<file path="config.mk">
export PLATFORM = sky130hd
export DESIGN_NAME = jp_scanner
export DESIGN_NICKNAME = d
export VERILOG_FILES = /design/src/rtl/jp_scanner_pkg.sv /design/src/rtl/jp_scanner_sync.sv /design/src/rtl/jp_scanner.sv
export SDC_FILE = /design/constraint.sdc
export NUM_CORES = 1
export LEC_CHECK = 0
export ABC_AREA = 1
export BUFFER_PORTS_ARGS = -buffer_cell sky130_fd_sc_hd__buf_2
export CORE_ASPECT_RATIO = 1.2
export CORE_MARGIN = 4
export CORE_UTILIZATION = 30
export CTS_BUF_LIST = sky130_fd_sc_hd__clkbuf_2 sky130_fd_sc_hd__clkbuf_4 sky130_fd_sc_hd__clkbuf_8
export DETAILED_ROUTE_END_ITERATION = 8
export PLACE_DENSITY = 0.59
export REMOVE_ABC_BUFFERS = 1
export SYNTH_ARGS = -nofsm -noshare
export SYNTH_HDL_FRONTEND = slang
export SYNTH_SLANG_ARGS = --single-unit
</file>
<file path="constraint.sdc">
create_clock -name clk_in -period 3.85 [get_ports clk_in]
set_input_delay 0 -clock clk_in [delete_from_list [all_inputs] [get_ports clk_in]]
set_output_delay 0 -clock clk_in [all_outputs]
set_load 0.005 [all_outputs]
</file>
<file path="src/rtl/jp_scanner_pkg.sv">
// Shared definitions for the NES joypad scanner: FSM state encodings and button bit positions.
package jp_scanner_pkg;

  typedef enum logic [2:0] {
    ST_IDLE  = 3'd0,
    ST_LATCH = 3'd1,
    ST_READ  = 3'd2,
    ST_SHIFT = 3'd3,
    ST_DONE  = 3'd4
  } jp_state_t;

  localparam int JP_BTN_A      = 0;
  localparam int JP_BTN_B      = 1;
  localparam int JP_BTN_SELECT = 2;
  localparam int JP_BTN_START  = 3;
  localparam int JP_BTN_UP     = 4;
  localparam int JP_BTN_DOWN   = 5;
  localparam int JP_BTN_LEFT   = 6;
  localparam int JP_BTN_RIGHT  = 7;

  // Phase counter must hold 2*HALF_CYC-1 for the latch phase (HALF_CYC up to 255).
  localparam int CNT_W = 9;

endpackage

</file>
<file path="src/rtl/jp_scanner_sync.sv">
// jp_sync: 2-flop synchronizer for an asynchronous pad input; reset value is a parameter.
// Latency 2 cycles; no backpressure.
module jp_sync #(
  parameter logic RST_VAL = 1'b1
) (
  input  logic clk_25,
  input  logic rst,
  input  logic d,
  output logic q
);

  logic meta;

  always_ff @(posedge clk_25) begin
    if (rst) begin
      meta <= RST_VAL;
      q    <= RST_VAL;
    end else begin
      meta <= d;
      q    <= meta;
    end
  end

endmodule

</file>
<file path="src/rtl/jp_scanner.sv">
// NES pad poller: latch + 7 shift clocks, 8 bits captured into an active-high button byte.
// Latency poll_in -> valid_out = 1+17*HALF_CYC; a poll while busy is queued once, extras dropped.
// Optional turbo gating of A/B when JP_TURBO_EN is defined.
module jp_scanner
  import jp_scanner_pkg::*;
#(
  parameter int HALF_CYC = 6
`ifdef JP_TURBO_EN
  , parameter int TURBO_DIV = 4
`endif
) (
  input  logic       clk_in,
  input  logic       rst_in,
  input  logic       poll_in,
  input  logic       jp_data_in,
  input  logic [1:0] turbo_mask_in,
  output logic       jp_latch_out,
  output logic       jp_clk_out,
  output logic [7:0] buttons_out,
  output logic [7:0] pressed_out,
  output logic       valid_out,
  output logic       busy_out
);

  localparam logic [CNT_W-1:0] HALF_LD  = CNT_W'(HALF_CYC - 1);
  localparam logic [CNT_W-1:0] LATCH_LD = CNT_W'(2 * HALF_CYC - 1);

  jp_state_t        state, state_nxt;
  logic [CNT_W-1:0] cnt, cnt_nxt;
  logic [2:0]       idx, idx_nxt;
  logic [7:0]       shadow, shadow_nxt;
  logic             pending, pending_nxt;
  logic             data_s;
  logic [7:0]       btn_new;

  jp_sync #(.RST_VAL(1'b1)) u_sync (
    .clk_25 (clk_in),
    .rst    (rst_in),
    .d      (jp_data_in),
    .q      (data_s)
  );

  always_comb begin
    state_nxt   = state;
    cnt_nxt     = cnt;
    idx_nxt     = idx;
    shadow_nxt  = shadow;
    pending_nxt = pending;
    if (state != ST_IDLE && poll_in) pending_nxt = 1'b1;
    case (state)
      ST_IDLE: begin
        if (poll_in || pending) begin
          state_nxt   = ST_LATCH;
          cnt_nxt     = LATCH_LD;
          idx_nxt     = '0;
          pending_nxt = 1'b0;
        end
      end
      ST_LATCH: begin
        if (cnt == '0) begin
          state_nxt = ST_READ;
          cnt_nxt   = HALF_LD;
        end else begin
          cnt_nxt = cnt - CNT_W'(1);
        end
      end
      ST_READ: begin
        if (cnt == '0) begin
          // Sample at the end of the low phase so the synchronizer has settled.
          shadow_nxt[idx] = ~data_s;
          cnt_nxt         = HALF_LD;
          state_nxt       = (idx == 3'd7) ? ST_DONE : ST_SHIFT;
        end else begin
          cnt_nxt = cnt - CNT_W'(1);
        end
      end
      ST_SHIFT: begin
        if (cnt == '0) begin
          state_nxt = ST_READ;
          cnt_nxt   = HALF_LD;
          idx_nxt   = idx + 3'd1;
        end else begin
          cnt_nxt = cnt - CNT_W'(1);
        end
      end
      ST_DONE:  state_nxt = ST_IDLE;
      default:  state_nxt = ST_IDLE;
    endcase
  end

`ifdef JP_TURBO_EN
  logic [7:0] turbo_cnt;
  logic       turbo_phase;

  always_comb begin
    btn_new = shadow_nxt;
    if (turbo_mask_in[0]) btn_new[JP_BTN_A] = shadow_nxt[JP_BTN_A] & turbo_phase;
    if (turbo_mask_in[1]) btn_new[JP_BTN_B] = shadow_nxt[JP_BTN_B] & turbo_phase;
  end

  // Phase advances after the current poll has been masked with the old phase.
  always_ff @(posedge clk_in) begin
    if (rst_in) begin
      turbo_cnt   <= '0;
      turbo_phase <= 1'b0;
    end else if (state_nxt == ST_DONE) begin
      if (turbo_cnt == 8'(TURBO_DIV - 1)) begin
        turbo_cnt   <= '0;
        turbo_phase <= ~turbo_phase;
      end else begin
        turbo_cnt <= turbo_cnt + 8'd1;
      end
    end
  end
`else
  logic unused_turbo_mask;
  assign unused_turbo_mask = ^turbo_mask_in;
  assign btn_new = shadow_nxt;
`endif

  // Outputs are registered from the next state so they line up with the state they describe.
  always_ff @(posedge clk_in) begin
    if (rst_in) begin
      state        <= ST_IDLE;
      cnt          <= '0;
      idx          <= '0;
      shadow       <= '0;
      pending      <= 1'b0;
      jp_latch_out <= 1'b0;
      jp_clk_out   <= 1'b0;
      buttons_out  <= '0;
      pressed_out  <= '0;
      valid_out    <= 1'b0;
      busy_out     <= 1'b0;
    end else begin
      state        <= state_nxt;
      cnt          <= cnt_nxt;
      idx          <= idx_nxt;
      shadow       <= shadow_nxt;
      pending      <= pending_nxt;
      jp_latch_out <= (state_nxt == ST_LATCH);
      jp_clk_out   <= (state_nxt == ST_SHIFT);
      busy_out     <= (state_nxt != ST_IDLE);
      valid_out    <= (state_nxt == ST_DONE);
      if (state_nxt == ST_DONE) begin
        buttons_out <= btn_new;
        pressed_out <= btn_new & ~buttons_out;
      end else begin
        pressed_out <= '0;
      end
    end
  end

endmodule

</file>
==> Yosys cells after proc, flatten, opt, wreduce, memory -nomap -nowiden <==
Index checks and enable logic that the tools add are counted.
{ "op_classes": {"n_lt_le_gt_ge": 2, "reduce_logical": 14, "addsub": 2, "eq_ne": 9, "bitwise": 4, "n_mux": 19} }
{ "ops": {"columns": ["cell", "count"], "rows": [
  ["3-bit two-way mux", 6],
  ["9-bit two-way mux", 2],
  ["9-bit one-hot mux with 2 select lines", 1],
  ["8-bit two-way mux", 2],
  ["3-bit by 2-bit == test with 1-bit output, second input constant", 3],
  ["9-bit zero test", 1],
  ["3-bit one-hot mux with 3 select lines", 1],
  ["9-bit by 1-bit subtractor with 9-bit output, second input constant", 1],
  ["8-bit bitwise AND", 1],
  ["8-bit bitwise mux", 1],
  ["8-bit NOT", 1],
  ["3-bit by 1-bit == test with 1-bit output, second input constant", 2],
  ["3-bit == test, second input constant", 2],
  ["3-bit one-hot mux with 2 select lines", 1],
  ["3-bit nonzero test", 2],
  ["3-bit by 4-bit less-than comparator with 1-bit output, second input constant", 1],
  ["1-bit two-way mux", 4],
  ["2-bit inequality test, second input constant", 2],
  ["2-bit nonzero test", 2],
  ["2-bit OR reduction", 2],
  ["3-bit by 1-bit adder with 3-bit output, second input constant", 1],
  ["1-bit demux with 3-bit select", 1],
  ["3-bit by 1-bit greater-or-equal comparator with 1-bit output, second input constant", 1],
  ["3-bit zero test", 1],
  ["6 further kinds", 8]
]} }
{ "totals": {"inputBits": 6, "regBits": 46, "output_inout_bits": 20, "wordCells": 63} }

==> Depth between registers and ports, before layout <==
Gate-level depths: netlist (run 1).
{ "depth": {"ltp_word": 8, "depth_mapped": 11, "depth_no_buf": 10} }

==> Modules after synthesis <==
Synthesis (run 1) repeated with hierarchy kept, for this count alone.
{ "hier_totals": {"cells_unflattened": 302, "area_unflattened_um2": 2163.3} }
{ "modules_own_cells": {"columns": ["module", "area_each_um2", "instances", "cells_each"], "rows": [
  ["jp_scanner", 2104.5, 1, 295],
  ["jp_sync", 58.8, 1, 7]
]} }

==> Worst setup path before layout (run 1) <==
Ideal clock, no wire load.
{ "synth_timing": {"path_type": "reg-to-reg", "from": "reg cnt[0]", "to": "reg buttons_out[1]", "stages_incl_launch_ff": 11, "arrival_time_ps": 1526, "required_ps": 3737, "n_path_buf": 1, "period_less_slack_ps": 1639, "slack_ps": 2211, "setup_ps": 113, "path_cell_list": "dfxtp_1 > inv_1 > ha_1 > nand3_4 > nor3_4 > nand2_4 > nand3_4 > buf_8 > nand2_2 > nand2_1 > nor2_1"} }
{ "synth_via": {"elab_chain_cells": 4, "elab_cells_between_ends": 7, "classes_between": "eq/ne (1); mux (5); reduce/logical (1)"} }
{ "synth_rtl": {"columns": ["element", "line", "text"], "rows": [
  ["start, declared", "jp_scanner.sv:29", "logic [CNT_W-1:0] cnt, cnt_nxt;"],
  ["start signal, assigned", "jp_scanner.sv:137", "cnt <= cnt_nxt;"],
  ["9-bit zero test (*)", "jp_scanner.sv:60, jp_scanner.sv:68, jp_scanner.sv:78", null],
  ["3-bit two-way mux (on tied branches)", "jp_scanner.sv:60, jp_scanner.sv:78, jp_scanner.sv:68", null],
  ["3-bit one-hot mux with 3 select lines", "jp_scanner.sv:50", "case (state)"],
  ["3-bit == test", "jp_scanner.sv:145", "if (state_nxt == ST_DONE) begin"],
  ["end signal, assigned", "jp_scanner.sv:146", "buttons_out <= btn_new;"],
  ["end, declared", "jp_scanner.sv:19", "output logic [7:0] buttons_out,"]
]} }
Every way passes the cells marked *; elsewhere a longest branch is shown, timed or not.
A chain may end at the register's enable or synchronous reset.

==> Final worst setup path (run 1) <==
{ "layout_timing": {"from": "reg cnt[0]", "to": "reg pressed_out[1]"} }
{ "layout_via": {"elab_chain_cells": 6, "elab_cells_between_ends": 10, "classes_between": "eq/ne (1); mux (5); bitwise (2); reduce/logical (2)"} }
{ "layout_rtl": {"columns": ["element", "line", "text"], "rows": [
  ["9-bit zero test (*)", "jp_scanner.sv:60, jp_scanner.sv:68, jp_scanner.sv:78", null],
  ["3-bit two-way mux (on tied branches)", "jp_scanner.sv:60, jp_scanner.sv:78, jp_scanner.sv:68", null],
  ["3-bit one-hot mux with 3 select lines", "jp_scanner.sv:50", null],
  ["3-bit == test", "jp_scanner.sv:145", null],
  ["1-bit NOT (no line)", null, null],
  ["2-bit OR reduction (no line)", null, null],
  ["end signal, assigned", "jp_scanner.sv:147", "pressed_out <= btn_new & ~buttons_out;"],
  ["end, declared", "jp_scanner.sv:20", "output logic [7:0] pressed_out,"]
]} }
Marks and branches as above.

==> impl_metrics.toml, run 1 <==
[clock_network]
clockRootBuffer = "clkbuf_8"
clk_latency_ns = 0.29
cts-buffers-inserted = 5
cts_resized = 0
ctsHoldBuffers = 1
cts_buffer_depth = 2
cts_sinks = 46
post_cts.repair.setup_buffers = 0
cts.htree.levels = 2
clk_pin_slew_worst_paths_ns = 0.08
tritoncts = "built"

[run_status]
status = "finished, final reports clean"

[drt]
wirelength_um = 4060
avgRoutedWirePerCell_um = 9.95
firstDrtPassIters = 4
route.detailed.drc = 0
drt-initial-drc-count = 69
dr_total_vias = 1759
vias_per_cell = 4.31
drtAntennaViolNets = 0

[floorplanning]
core.rowCount = 33
die_y_um = 99.7
core_um2 = 6810
die_w_um = 84.4
start_util = 0.309
die-area_um2 = 8420
ios = 26

[sta]
slew_viol_final = 0
setup_viol = 0
tightest_slew_ns = 0.506
worst_slew_margin_rel = 0.662
fin_crit_sh = 0.524
holdWs_ns = 0.0212
rsz0062_at_grt = "no"
fin_tns_setup_ns = 0
layout_min_cycle_time_ns = 2.02
hold_viol = 0
fmaxAchievable_mhz = 496
clock_skew_ns = 0.00657

[cells_and_area]
instances_no_fill = 408
utilization = 0.349
fill_cells = 747
nNetsFinal = 330
antenna_cells = 0
area_delta_synth_final_pct = 13.1
drive_gt1_frac = 0.153

[critical_path]
cp_max_fo = 18
slowest_delay_ns = 0.33
cp-end-kind = "register"
cp_num_buf_inv = 2
r2r-end = "pressed_out[1]$_SDFF_PP0_"
r2r-start = "cnt[0]$_SDFFE_PP0P_"
crit_family = "simple AND/OR/NAND/NOR gates"
crit_end = "pressed_out[1]$_SDFF_PP0_"
worst_ep_arrival_time_ns = 2.25
rrSetupSlack_ns = 1.83
path_cells = "inv_1 -> ha_1 -> nand3_4 -> nor2_8 -> nand2_1 -> nand3_1 -> nand3_4 -> nor2_2 -> inv_1 -> nor2_1"
crit_cells = 10
crit_required_ns = 4.08
r2r_cells = 10
cp-startpoint = "cnt[0]$_SDFFE_PP0P_"
start_kind = "register"
cp_slowest_cell = "dfxtp_1"
critPathKind = "register to register"

[placement]
port_buffers = 23
dp_hpwl_um = 3000
dpl.cell_count = 400
gp_congestion = 0.781

[synthesis]
synthCells = 295
syn_area_per_cell_um2 = 7.13
syn_area_um2 = 2100
synth-seq-cells = 46
seq_area_frac_synth = 0.438
yosys_warnings = 0
yosysUniqueCellTypes = 28

[grt]
first_global_vias = 1696
gr-total-overflow = 0
track_usage = 0.106
antenna_found_initial = 0
grt_max_degree = 24
grt_pass1_wl_um = 7220

[power]
ir_drop_uv = 180
finalPower_w = 0.00143
p_per_area_nw_per_um2 = 599
power_leakage_nw = 1.13

[job]
cap_violations = 0

[hold_path]
hp-start = "poll_in"
holdCritPathClass = "input pin to register"
==> report_power, final <==
| part | internal (W) | switching (W) | total, W |
|---|---|---|---|
| clock network | 0.000132 | 0.000158 | 0.000289 |
| logic | 0.000180 | 0.000386 | 0.000566 |
| registers | 0.000532 | 0.0000393 | 0.000571 |
| total | 0.000844 | 0.000582 | 0.00143 |
==> tightest hold or removal path, cell delays in order <==
cell and delay [ns]:
buf_2 0.09, nor2_1 0.04, nor3_1 0.14
==> Yosys cell counts <==
cell type  instances  share of area
nand2_1           58           0.10
or2_2              3         0.0089
ha_1               3          0.018
nor2_8             1         0.0095
a21oi_1           11          0.026
nand3_1           13          0.031
nor3_4             1         0.0077
nor2_2             2         0.0059
o211ai_1           1         0.0036
clkbuf_1           2         0.0036
nand2_2            4          0.012
buf_2              1         0.0024
inv_1             42          0.075
nor3_1            16          0.038
xnor2_1            1         0.0042
o21ai_0           10          0.024
nand3_4            3          0.025
nand2_4            1         0.0054
xor2_1             2         0.0083
nor2_4             1         0.0054
clkbuf_8           1         0.0065
buf_8              1         0.0071
nand4_1            1         0.0030
and3_1             1         0.0030
nor2_1            64           0.11
dfxtp_1           46           0.44
and2_1             2         0.0059
inv_2              3         0.0054
==> layout by cell type (no fill, tap or decap) <==
cell type      count
nor3_1            16
dfxtp_1           46
nor2_1            64
nand4_1            1
nand3_4            3
and3_1             1
xnor2_1            1
nor3_4             1
nand2_4            1
nand3_1           13
nor2_2             2
clkinvlp_4         1
nor2_4             1
inv_1             42
ha_1               3
clkbuf_4           1
dlygate4sd3_1      1
o211ai_1           1
buf_2             23
nand2_2            4
or2_2              3
a21oi_1           11
nor2_8             1
nand2_1           58
inv_2              3
and2_1             2
o21ai_0           10
xor2_1             2
clkbuf_8           5
==> stage by stage <==
step           setup WS, ns  cell area (um^2)
6_report               1.83              2380
4_1_cts                1.75              2380
3_5_place_dp           1.77              2290
2_1_floorplan          2.14              2060
3_3_place_gp           1.83              2290
5_1_grt                1.51              2380
==> cell families after synthesis <==
logic type               share of synthesized area
AO/OA/AOI/OAI                               0.0535
XOR/XNOR                                    0.0125
adder cells (fa/ha/maj)                     0.0178
buffers and inverters                       0.0999
flip-flops                                   0.438
AND/OR/NAND/NOR                              0.378
==> layer usage <==
metal / track usage / wire length, um
met5: 0 / 0
met4: 0.0378 / 38
met3: 0.0298 / 112
met2: 0.191 / 2080
met1: 0.118 / 1830
==> worst min-delay path by stage <==
stage / to / slack, ns / depth (start not counted)
floorplan: buttons_out[2]$_SDFFE_PP0N_ / 0.07 / 1
global placement: u_sync.meta$_SDFF_PP1_ / 0.19 / 2
detailed placement: u_sync.meta$_SDFF_PP1_ / 0.19 / 2
CTS: pending$_SDFF_PP0_ / 0.02 / 3
global route: pending$_SDFF_PP0_ / 0.04 / 3
finish: pending$_SDFF_PP0_ / 0.02 / 3
==> cell type report <==
class	instances	area [um^2]	share of cell area
sequential	46	921	0.387
tap	87	109	0.0457
clock inverter	1	7.51	0.00315
multi-input combinational	199	972	0.409
clock buffer	6	76.3	0.0321
inverter	45	169	0.0710
timing repair buffer	24	125	0.0526
==> state kept, by name, summed over array words and instances, names as in the netlist <==
name and count:
state 3, u_sync.meta 1, u_sync.q 1, pending 1, idx 3, pressed_out 8
jp_latch_out 1, valid_out 1, jp_clk_out 1, cnt 9, busy_out 1, buttons_out 8
shadow 8
Power figures use the tool's default switching activity.
==> inputs of run 2 (changes only) <==
- clock period: 3.85 -> 2.08 ns (I/O delays scaled with it)
==> impl_metrics.toml, run 2 (synthesis gave the netlist of run 1 again) <==
[placement]
gp_congestion = 0.777
dp_hpwl_um = 3130
dpl_cell_area_um2 = 2300
port_buffers = 23

[sta]
fmaxAchievable_mhz = 536
clock_skew_ns = 0.00415
rsz0062_at_grt = "no"
layout_min_cycle_time_ns = 1.87
worst_slew_margin_rel = 0.673
tightest_slew_ns = 0.490
fin_crit_sh = 0.897
holdWs_ns = 0.0374
slew_viol_final = 0
fin_tns_setup_ns = 0
hold_viol = 0
setup_viol = 0

[power]
ir_drop_uv = 413
power_leakage_nw = 1.14
p_per_area_nw_per_um2 = 1120
finalPower_w = 0.00267

[critical_path]
cp-end-kind = "register"
cp-startpoint = "cnt[0]$_SDFFE_PP0P_"
start_kind = "register"
critPathKind = "register to register"
slowest_delay_ns = 0.43
r2r_cells = 7
cpMostUsedCell = "o21ai_0"
crit_end = "jp_clk_out$_SDFF_PP0_"
worst_ep_arrival_time_ns = 2.05
cp_max_fo = 10
r2r-end = "jp_clk_out$_SDFF_PP0_"
path_cells = "inv_1 -> ha_1 -> nand3_4 -> nor3_4 -> o21ai_0 -> o21ai_0 -> nor2_1"
crit_required_ns = 2.26
cp_slowest_cell = "nor3_4"
r2r-start = "cnt[0]$_SDFFE_PP0P_"
rrSetupSlack_ns = 0.21

[floorplanning]
die-area_um2 = 8420
core_um2 = 6810
core.rowCount = 33
start_util = 0.309
ios = 26
die_w_um = 84.4
die_y_um = 99.7

[clock_network]
cts.htree.levels = 2
cts_buffer_depth = 2
clk_latency_ns = 0.30
clk_pin_slew_worst_paths_ns = 0.08
cts_sinks = 46
cts-buffers-inserted = 5
clockRootBuffer = "clkbuf_8"
tritoncts = "built"

[grt]
first_global_vias = 1766
grt_pass1_wl_um = 7410
gr-total-overflow = 0
antenna_found_initial = 0
grt_max_degree = 23
track_usage = 0.107

[cells_and_area]
top_register = "cnt"
fill_cells = 750
drive_gt1_frac = 0.158
nNetsFinal = 332
antenna_cells = 0
seqCellArea_um2 = 921
multi_input_area_um2 = 972
layout_commonest_cell = "nor2_1"
largest_register_ffs = 9
design_area_um2 = 2390
area_delta_synth_final_pct = 13.9
final_cell_mix = "64 x nor2_1, 58 x nand2_1, 46 x dfxtp_1, 42 x inv_1, 23 x buf_2"

[drt]
vias_per_cell = 4.42
route.detailed.drc = 0
drt-initial-drc-count = 66
firstDrtPassIters = 4
dr_total_vias = 1812
wirelength_um = 4180
avgRoutedWirePerCell_um = 10.2
drtAntennaViolNets = 0

[job]
cap_violations = 0

[hold_path]
holdCritPathClass = "input pin to register"

[run_status]
status = "finished, final reports clean"
-- run 2: cell count changes in the layout (fill, tap and decap cells not counted), sizes merged --
cell,change
buf,+2
-- run 2: where the power goes --
| part | switching (W) | total (W) | internal [W] |
|---|---|---|---|
| registers | 0.0000742 | 0.00106 | 0.000985 |
| clock network | 0.000292 | 0.000536 | 0.000244 |
| logic | 0.000718 | 0.00108 | 0.000360 |
| total | 0.00108 | 0.00267 | 0.00159 |
-- run 2: how the worst min path moves through the flow --
stage	startpoint	endpoint	slack [ns]	cells after the start
detailed placement	jp_data_in	u_sync.meta$_SDFF_PP1_	0.19	2
global placement	jp_data_in	u_sync.meta$_SDFF_PP1_	0.18	2
floorplan	rst_in	buttons_out[2]$_SDFFE_PP0N_	0.07	1
finish	poll_in	pending$_SDFF_PP0_	0.04	3
global route	poll_in	pending$_SDFF_PP0_	0.06	3
CTS	poll_in	pending$_SDFF_PP0_	0.03	3
-- run 2: per-stage QoR --
step	cells	setup WS [ns]	util
final	410	0.214	0.352
after global placement	402	0.217	0.338
after detailed placement	402	0.220	0.338
after CTS	410	0.196	0.352
after floorplan	290	0.366	-
after global routing	410	0.0577	0.352
-- run 2: layout make-up --
type / instances / share of cell area
clock buffer: 6 / 0.0319
clock inverter: 1 / 0.00313
inverter: 45 / 0.0705
multi-input combinational: 199 / 0.406
sequential: 46 / 0.385
tap: 87 / 0.0455
timing repair buffer: 26 / 0.0585
-- run 2: metal layers --
layer / track usage / part of all wire
met1: 0.117 / 0.44
met2: 0.197 / 0.52
met3: 0.0298 / 0.029
met4: 0.0378 / 0.017
met5: 0 / 0
-- run 2: worst max-delay path: cells and delay by family, from the launching register on --
kind / cells / cell delay (ns)
adders and majority gates: 1 / 0.23
DFF: 1 / 0.33
AOI/OAI and AO/OA: 2 / 0.45
and+or+nand+nor: 3 / 0.66
buffers and inverters: 1 / 0.07
-- run 2: repair_timing --
action | in CTS | in global routing
gates resized for setup | 0 | 0
hold buffers | 1 | 0
endpoints found under the hold margin | 1 | 0
setup buffers | 0 | 0
